==> src/rtl/dmac_pkg.sv <==
// Shared types and constants for the DMA channel arbiter.
package dmac_pkg;

  // Arbiter FSM: either waiting to arbitrate or holding a grant.
  typedef enum logic {
    IDLE = 1'b0,
    BUSY = 1'b1
  } dmac_state_e;

  // Arbitration mode select values.
  localparam logic MODE_FIXED = 1'b0;
  localparam logic MODE_RR    = 1'b1;

  // Increment a channel index, wrapping at n back to zero.
  function automatic int unsigned wrap_inc(input int unsigned v, input int unsigned n);
    return ((v + 32'd1) >= n) ? 32'd0 : (v + 32'd1);
  endfunction

endpackage

==> src/rtl/dmac_rr_pick.sv <==
// Rotating priority search: finds the first set request bit at or above
// start_ptr, wrapping from NUM_CH-1 back to 0. A start of 0 gives plain
// lowest-index-wins priority.
module dmac_rr_pick #(
  parameter int unsigned NUM_CH = 6,
  parameter int unsigned ID_W   = $clog2(NUM_CH)
) (
  input  logic [NUM_CH-1:0] req,
  input  logic [ID_W-1:0]   start_ptr,
  output logic [ID_W-1:0]   index,
  output logic              found
);

  logic [ID_W-1:0] w_pos;

  // Walk the ring once from start_ptr and latch the first requester seen.
  always_comb begin
    index = '0;
    found = 1'b0;
    w_pos = '0;
    for (int unsigned off = 0; off < NUM_CH; off++) begin
      w_pos = ID_W'((32'(start_ptr) + off) % NUM_CH);
      if (!found && req[w_pos]) begin
        found = 1'b1;
        index = w_pos;
      end
    end
  end

endmodule

==> src/rtl/dmac_ch_arbiter.sv <==
// DMA channel arbiter: grants one of NUM_CH requesting channels in fixed or
// round-robin priority, holds the grant until xfer_done or a hold timeout.
module dmac_ch_arbiter
  import dmac_pkg::*;
#(
  parameter int unsigned NUM_CH   = 6,
  parameter int unsigned ID_W     = $clog2(NUM_CH),
  parameter int unsigned HOLD_MAX = 256
) (
  input  logic              clk,
  input  logic              rst_n,
  input  logic [NUM_CH-1:0] ch_req,
  input  logic              mode,
  input  logic              arb_en,
  input  logic              xfer_done,
  output logic              grant_valid,
  output logic [ID_W-1:0]   grant_ch,
  output logic [NUM_CH-1:0] grant_onehot,
  output logic              hold_timeout
);

  // Counter only needs to reach HOLD_MAX-1.
  localparam int unsigned CNT_W       = (HOLD_MAX > 1) ? $clog2(HOLD_MAX) : 1;
  localparam int unsigned HOLD_LAST_I = (HOLD_MAX == 0) ? 0 : HOLD_MAX - 1;
  localparam logic [CNT_W-1:0] HOLD_LAST = HOLD_LAST_I[CNT_W-1:0];
  localparam bit TIMEOUT_EN = (HOLD_MAX != 0);

  dmac_state_e       r_state;
  logic              r_armed;
  logic [ID_W-1:0]   r_grant_ch;
  logic [ID_W-1:0]   r_rr_ptr;
  logic [CNT_W-1:0]  r_hold_cnt;

  logic [ID_W-1:0]   w_start;
  logic [ID_W-1:0]   w_pick_idx;
  logic              w_pick_found;
  logic              w_busy;
  logic              w_win;
  logic              w_done;
  logic              w_timeout;
  logic              w_release;
  logic [ID_W-1:0]   w_next_ptr;

  // Fixed mode searches from channel 0; round-robin from the rotating pointer.
  always_comb begin
    w_start = (mode == MODE_RR) ? r_rr_ptr : '0;
  end

  dmac_rr_pick #(
    .NUM_CH (NUM_CH),
    .ID_W   (ID_W)
  ) u_pick (
    .req       (ch_req),
    .start_ptr (w_start),
    .index     (w_pick_idx),
    .found     (w_pick_found)
  );

  // Grant, release and timeout qualifiers for the current cycle.
  always_comb begin
    w_busy     = (r_state == BUSY);
    // r_armed delays the first grant to the second edge after reset release.
    w_win      = (r_state == IDLE) && r_armed && arb_en && w_pick_found;
    w_done     = w_busy && xfer_done;
    // A coincident xfer_done wins over expiry, so the release counts as normal.
    w_timeout  = w_busy && TIMEOUT_EN && (r_hold_cnt == HOLD_LAST) && !xfer_done;
    w_release  = w_done || w_timeout;
    w_next_ptr = ID_W'(wrap_inc(32'(r_grant_ch), NUM_CH));
  end

  // FSM, granted channel and rotating pointer; grant_ch is cleared when idle.
  always_ff @(posedge clk or negedge rst_n) begin
    if (!rst_n) begin
      r_state    <= IDLE;
      r_armed    <= 1'b0;
      r_grant_ch <= '0;
      r_rr_ptr   <= '0;
    end else begin
      r_armed <= 1'b1;
      if (w_win) begin
        r_state    <= BUSY;
        r_grant_ch <= w_pick_idx;
      end else if (w_release) begin
        r_state    <= IDLE;
        r_grant_ch <= '0;
        r_rr_ptr   <= w_next_ptr;
      end
    end
  end

  // Hold counter: cleared on entry to BUSY, counts each BUSY cycle.
  always_ff @(posedge clk or negedge rst_n) begin
    if (!rst_n) begin
      r_hold_cnt <= '0;
    end else if (w_win || w_release) begin
      r_hold_cnt <= '0;
    end else if (w_busy) begin
      r_hold_cnt <= r_hold_cnt + CNT_W'(1);
    end
  end

  // Output decode; the one-hot vector is forced to zero outside BUSY.
  always_comb begin
    grant_valid  = w_busy;
    grant_ch     = r_grant_ch;
    grant_onehot = w_busy ? (NUM_CH'(1) << r_grant_ch) : '0;
    hold_timeout = w_timeout;
  end

  // Internal sanity checks on the grant outputs.
  a_onehot: assert property (@(posedge clk) disable iff (!rst_n) $onehot0(grant_onehot));
  a_stable: assert property (@(posedge clk) disable iff (!rst_n)
                             (w_busy && !w_release) |=> (grant_valid && $stable(grant_ch)));

endmodule

==> config.mk <==
export PLATFORM = sky130hd
export DESIGN_NAME = dmac_ch_arbiter
export DESIGN_NICKNAME = d
export VERILOG_FILES = /design/src/rtl/dmac_pkg.sv /design/src/rtl/dmac_rr_pick.sv /design/src/rtl/dmac_ch_arbiter.sv
export SDC_FILE = /design/constraint.sdc
export NUM_CORES = 1
export LEC_CHECK = 0
export ABC_AREA = 1
export CAP_MARGIN = 20
export CORE_MARGIN = 1.5
export CORE_UTILIZATION = 44
export CTS_BUF_LIST = sky130_fd_sc_hd__clkbuf_16
export DETAILED_ROUTE_END_ITERATION = 10
export PLACE_DENSITY = 0.65
export SETUP_SLACK_MARGIN = 0.15
export SYNTH_ARGS = -nofsm -noshare
export SYNTH_HDL_FRONTEND = slang
export SYNTH_SLANG_ARGS = --single-unit
==> constraint.sdc <==
create_clock -name clk -period 2.9 [get_ports clk]
set_input_delay 0.58 -clock clk [delete_from_list [all_inputs] [get_ports clk]]
set_output_delay 0.58 -clock clk [all_outputs]
set_load 0.02 [all_outputs]
Word level (Yosys, flattened, before mapping)
Index checks and enable logic that the tools add are counted.
- flip-flop bits (word level): 16
- latch bits: 0
- bits in writable memories: 0
- memory bits (read-only): 0
- output and inout bits: 11
- memories kept: 0
- $add $sub $neg: 7
- multipliers: 0
- div/mod/pow operators: 6
- $lt $le $gt $ge: 7
- eq/ne operators: 1
- shift-type cells: 1
- mux-type cells: 33
- bitwise operators: 2
- reduce and logical (&&, ||, !) cells: 22
- operator list (cell ; number):
    $mod 32x3->32 const B ; 5
    $mod 3x3->32 const B ; 1
    $mux 3 ; 10
    $lt 3x4->1 const B ; 6
    $bmux 1 s3 ; 6
    $mux 8 ; 2
    $mux 1 ; 14
    $logic_and 1x1->1 ; 11
    $add 3x1->4 const B ; 2
    $add 3x2->4 const B ; 2
    $add 3x3->4 const B ; 2
    $add 8x1->8 const B ; 1
    $eq 8x8->1 const B ; 1
    $logic_not 1->1 ; 6
    $mux 6 ; 1
    $shl 1x3->6 const A ; 1
    $ge 4x3->1 const B ; 1
    $reduce_bool 2->1 ; 2
    $logic_or 1x1->1 ; 2
    $not 1->1 ; 2
    $reduce_and 2->1 ; 1

Logic depth before layout (Yosys ltp)
Gate-level depths: netlist (run 1).
- word-level depth: 23
- depth in mapped cells: 24
- gate-level depth less buffers: 23

By module
From an unflattened synthesis (run 1), not the netlist that was laid out.
- cell total of the unflattened synthesis: 293
- area, all modules: 1874.3 µm²
- modules (own cells, without submodules) (module ; times used ; cells an instance ; area an instance (µm²) ; seq. area each (µm²)):
    dmac_ch_arbiter ; 1 ; 116 ; 944.7 ; 400.4
    dmac_rr_pick ; 1 ; 177 ; 929.6 ; 0.0

Least setup slack after synthesis (run 1)
No wires, ideal clock.
- path type: in2reg
- from: input mode
- to: register r_grant_ch[1], in the netlist grant_ch[1]
- setup time: 0.117 ns
- data arrival time: 2.731 ns
- required time: 2.783 ns
- path slack: 0.051 ns
- stages: 21
- buffers on the path: 1
- path through: buf_4 nand2_1 inv_1 ha_1 nand3_2 inv_1 ha_1 inv_1 nand2_2 nand2_2 nand4_1 nand2_2 nand2_1 nand3_2 nand3_4 nor2_8 nand4_1 nor2_1 nor2_1 nand2_1 nand2_1
- cells in the longest elaborated chain, start to end: 22
- elaborated cells between the ends (all ways): 49
- ends and longest elaborated chain (element ; RTL line ; source):
    start: declaration ; dmac_ch_arbiter.sv:13 ; input logic mode,
    $mux 3 (*) ; dmac_ch_arbiter.sv:46 ; w_start = (mode == MODE_RR) ? r_rr_ptr : '0;
    branches (longest 21 deep; another with $mod 32x3->32) ; - ;
    end signal: assignment ; dmac_ch_arbiter.sv:82 ; r_grant_ch <= w_pick_idx;
    end: declaration ; dmac_ch_arbiter.sv:30 ; logic [ID_W-1:0] r_grant_ch;
Mark *: on every way between the ends. The select of a mux whose other input is x is not followed.
A chain may end at the register's enable or synchronous reset.

Worst setup path after layout (run 1)
Same ends and word-level chain as after synthesis.

==> results of run 1 <==
layout make-up:
class                      instances  area (um2)
multi-input combinational        211        1410
fill                             364        1300
timing repair buffer              69         612
sequential                        16         402
inverter                          48         188
clock buffer                       3        75.1
tap                               50        62.6
clock inverter                     1        3.75
Yosys cell counts (all sizes together):
cell type,count
nand3,30
dfrtp,16
nand2,79
xnor2,2
clkinv,1
o21ai,24
o211ai,3
nor2,20
nor3,7
conb,1
nand3b,6
ha,15
xor2,4
a211oi,1
inv,47
a21oi,9
nand4,10
buf,2
clkbuf,1
critical path, stage by stage:
cell,delay (ps)
buf_6,100
buf_12,140
nand2_8,80
inv_6,40
ha_4,160
nand3_4,90
inv_4,40
ha_4,250
inv_2,30
nand2_2,40
nand2_2,60
nand3_2,90
nand2_2,60
nand2_2,120
nand2_2,90
nand3_4,80
nand3_4,110
nor2_8,170
nand4_1,160
nor2_1,120
nor2_1,50
nand2_1,70
nand2_1,60
kinds of logic after synthesis:
family	count (synthesis)	share of synthesized area
xor+xnor	6	0.0280
compound gates	37	0.121
flops	16	0.213
simple gates	152	0.430
other cells	1	0.00200
buf+inv	51	0.106
fa+ha+maj	15	0.100
layout by cell type (no fill, tap or decap), types with 2 or more instances in the layout:
master,synthesis,layout
clkinv_1,1,2
nand3_2,6,3
nand2_1,69,59
xnor2_1,2,2
buf_12,0,3
o211ai_1,3,3
nor2_2,5,5
o21ai_0,18,16
ha_1,15,11
nand4_1,9,9
nand3_4,1,4
nand3b_1,6,6
nand2_4,3,3
dfrtp_1,16,15
a21oi_1,8,7
o21ai_1,4,4
ha_4,0,3
nor3_2,3,3
o21ai_2,1,3
inv_1,45,37
a21oi_2,1,2
nand3_1,23,23
inv_2,2,8
nor2_1,14,14
xor2_1,4,4
nor3_1,4,3
nand2_8,0,2
clkdlybuf4s50_1,0,19
nand2_2,7,15
clkbuf_16,0,3
buf_4,2,45
per-layer routing:
layer / up-vias / wire length [um]
met5: - / 0
met4: 0 / 65
met3: 6 / 130
met2: 22 / 2320
met1: 907 / 2310
li1: 1042 / -
sequential cells by signal, summed over array words and instances (netlist names):
signal / count
grant_ch: 3
grant_valid: 1
r_armed: 1
r_hold_cnt: 8
r_rr_ptr: 3
through the flow:
step            util  power [mW]  hold slack, ps  setup slack (ps)  setup TNS, ps
6_report       0.679        2.48             559               245              0
5_1_grt        0.679        2.70             582              87.4              0
4_1_cts        0.649        2.36             560               158              0
3_5_place_dp   0.616        1.99             553              -519          -5240
3_3_place_gp   0.616        1.97             548              -462          -4600
2_1_floorplan      -        1.39             284               180              0
path summary, 6_finish.rpt:
kind	from	end	slack [ps]
worst min register to register	r_hold_cnt[1]$_DFFE_PN0P_	r_hold_cnt[1]$_DFFE_PN0P_	560
worst max-delay path	mode	grant_ch[1]$_DFFE_PN0P_	250
worst min-delay path	r_hold_cnt[1]$_DFFE_PN0P_	r_hold_cnt[1]$_DFFE_PN0P_	560
max in group asynchronous	rst_n	r_rr_ptr[1]$_DFFE_PN0P_	1580
min in group asynchronous	rst_n	grant_ch[2]$_DFFE_PN0P_	780
worst max register to register	r_rr_ptr[0]$_DFFE_PN0P_	grant_ch[1]$_DFFE_PN0P_	300
power breakdown:
group | total (mW) | switching (mW) | internal [mW]
Sequential | 0.354 | 0.0738 | 0.281
Clock | 0.280 | 0.0965 | 0.183
Combinational | 1.84 | 1.03 | 0.808
timing repair:
action / 4_1_cts / 5_1_grt
hold endpoints to repair: 0 / 0
buffers inserted: 3 / 4
setup endpoints to repair: 13 / 13
gates resized for setup: 11 / 27
pin swaps: 7 / 24
==> out/qor.txt, run 1 <==
worst hold path depth - 2
Slew Limit Headroom - 0.487
Initial Util - 0.462
Detailed Route Iter0 Violations - 81
worst path arrival time - 2790 ps
CTS hold repair buffers - 0
CTS HTree Levels - 1
met2 GRT Util - 0.375
WP data required - 3040 ps
Die H - 68.3 um
Via Count - 1977
Cell Count, Final, Fillers Out - 398
status - complete, no violations
Yosys top cell area share - 0.213
pwr dens - 898 nW/um2
Layout Nets - 375
crit share post-route - 0.915
dpl hpwl - 3900 um
wirelength, routed - 4820 um
final hold violation count - 0
achievable frequency - 377 MHz
largest net degree at the start of global routing - 17
die area - 4660 um2
Post-Syn Area - 1880 um2
Setup crit end kind - register
Worst Skew - 3.27 ps
Least-Margin Pin Slew - 767 ps
placed insts - 387
register area share after synthesis - 0.213
design area - 2760 um2
yosys warns - 0
min cycle time layout - 2650 ps
Row Count - 23
critical-path maximum fanout - 7
DR pass1 iterations - 8
Final Slew Violations - 0
clock transition at the registers of the reported paths - 60 ps
grt total ovfl - 0
initial antenna violation count - 0
Synth cell types - 32
RSZ-0062 raised after global routing - yes
Worst-Skew Late Latency - 250 ps
gpl congestion - 0.803
CTS tree - yes
Max Cap Viol - 0
global routing usage on met1 - 0.307
global-route wire length before repair - 7870 um
HP Class - register to register
Placed Area - 2500 um2
Inserted Diodes - 0
Worst R2R Path Depth - 18
Synth Register Bits - 16
most used routing layer - met2
Synthesized Nets - 304
Vias per Instance - 4.97
Horiz. Die Dim - 68.3 um
# DRC - 0
Finish-stage setup viols - 0
GRT met3 Usage - 0.0345
Area growth syn-to-layout - 47.0%
number of global-route vias before repair - 1788
CTS buffer count - 3
Syn Inst Count - 278
crit path launch type - input port
share of cells above drive strength 1 - 0.322
wire length per cell - 12.1 um
GRT Total Usage - 0.223
Mean Syn Cell Area - 6.75 um2
synth top area cells - dfrtp_1, nand2_1, ha_1
Core ar. - 4060 um2
Max IR drop VDD - 0.375 mV
Ports - 22
Leak - 1.39 nW
number of port buffers - 21
Synth area leader - dfrtp_1
Clock Sinks - 16
post-route ant nets - 0
clock root cell - clkbuf_16
WS Path Type - input port to register
CTS max path bufs - 2
Note: power is estimated with default switching activity, not from simulation.
==> run 2: changes to the inputs <==
--- a/config.mk
+++ b/config.mk
@@ -10,6 +10,7 @@
 export CORE_MARGIN = 1.5
 export CORE_UTILIZATION = 44
 export CTS_BUF_LIST = sky130_fd_sc_hd__clkbuf_16
+export CTS_CLUSTER_SIZE = 28
 export DETAILED_ROUTE_END_ITERATION = 10
 export PLACE_DENSITY = 0.65
 export SETUP_SLACK_MARGIN = 0.15
==> results of run 2 <==
Final layout, timing and power as in run 1 (identical DEF).
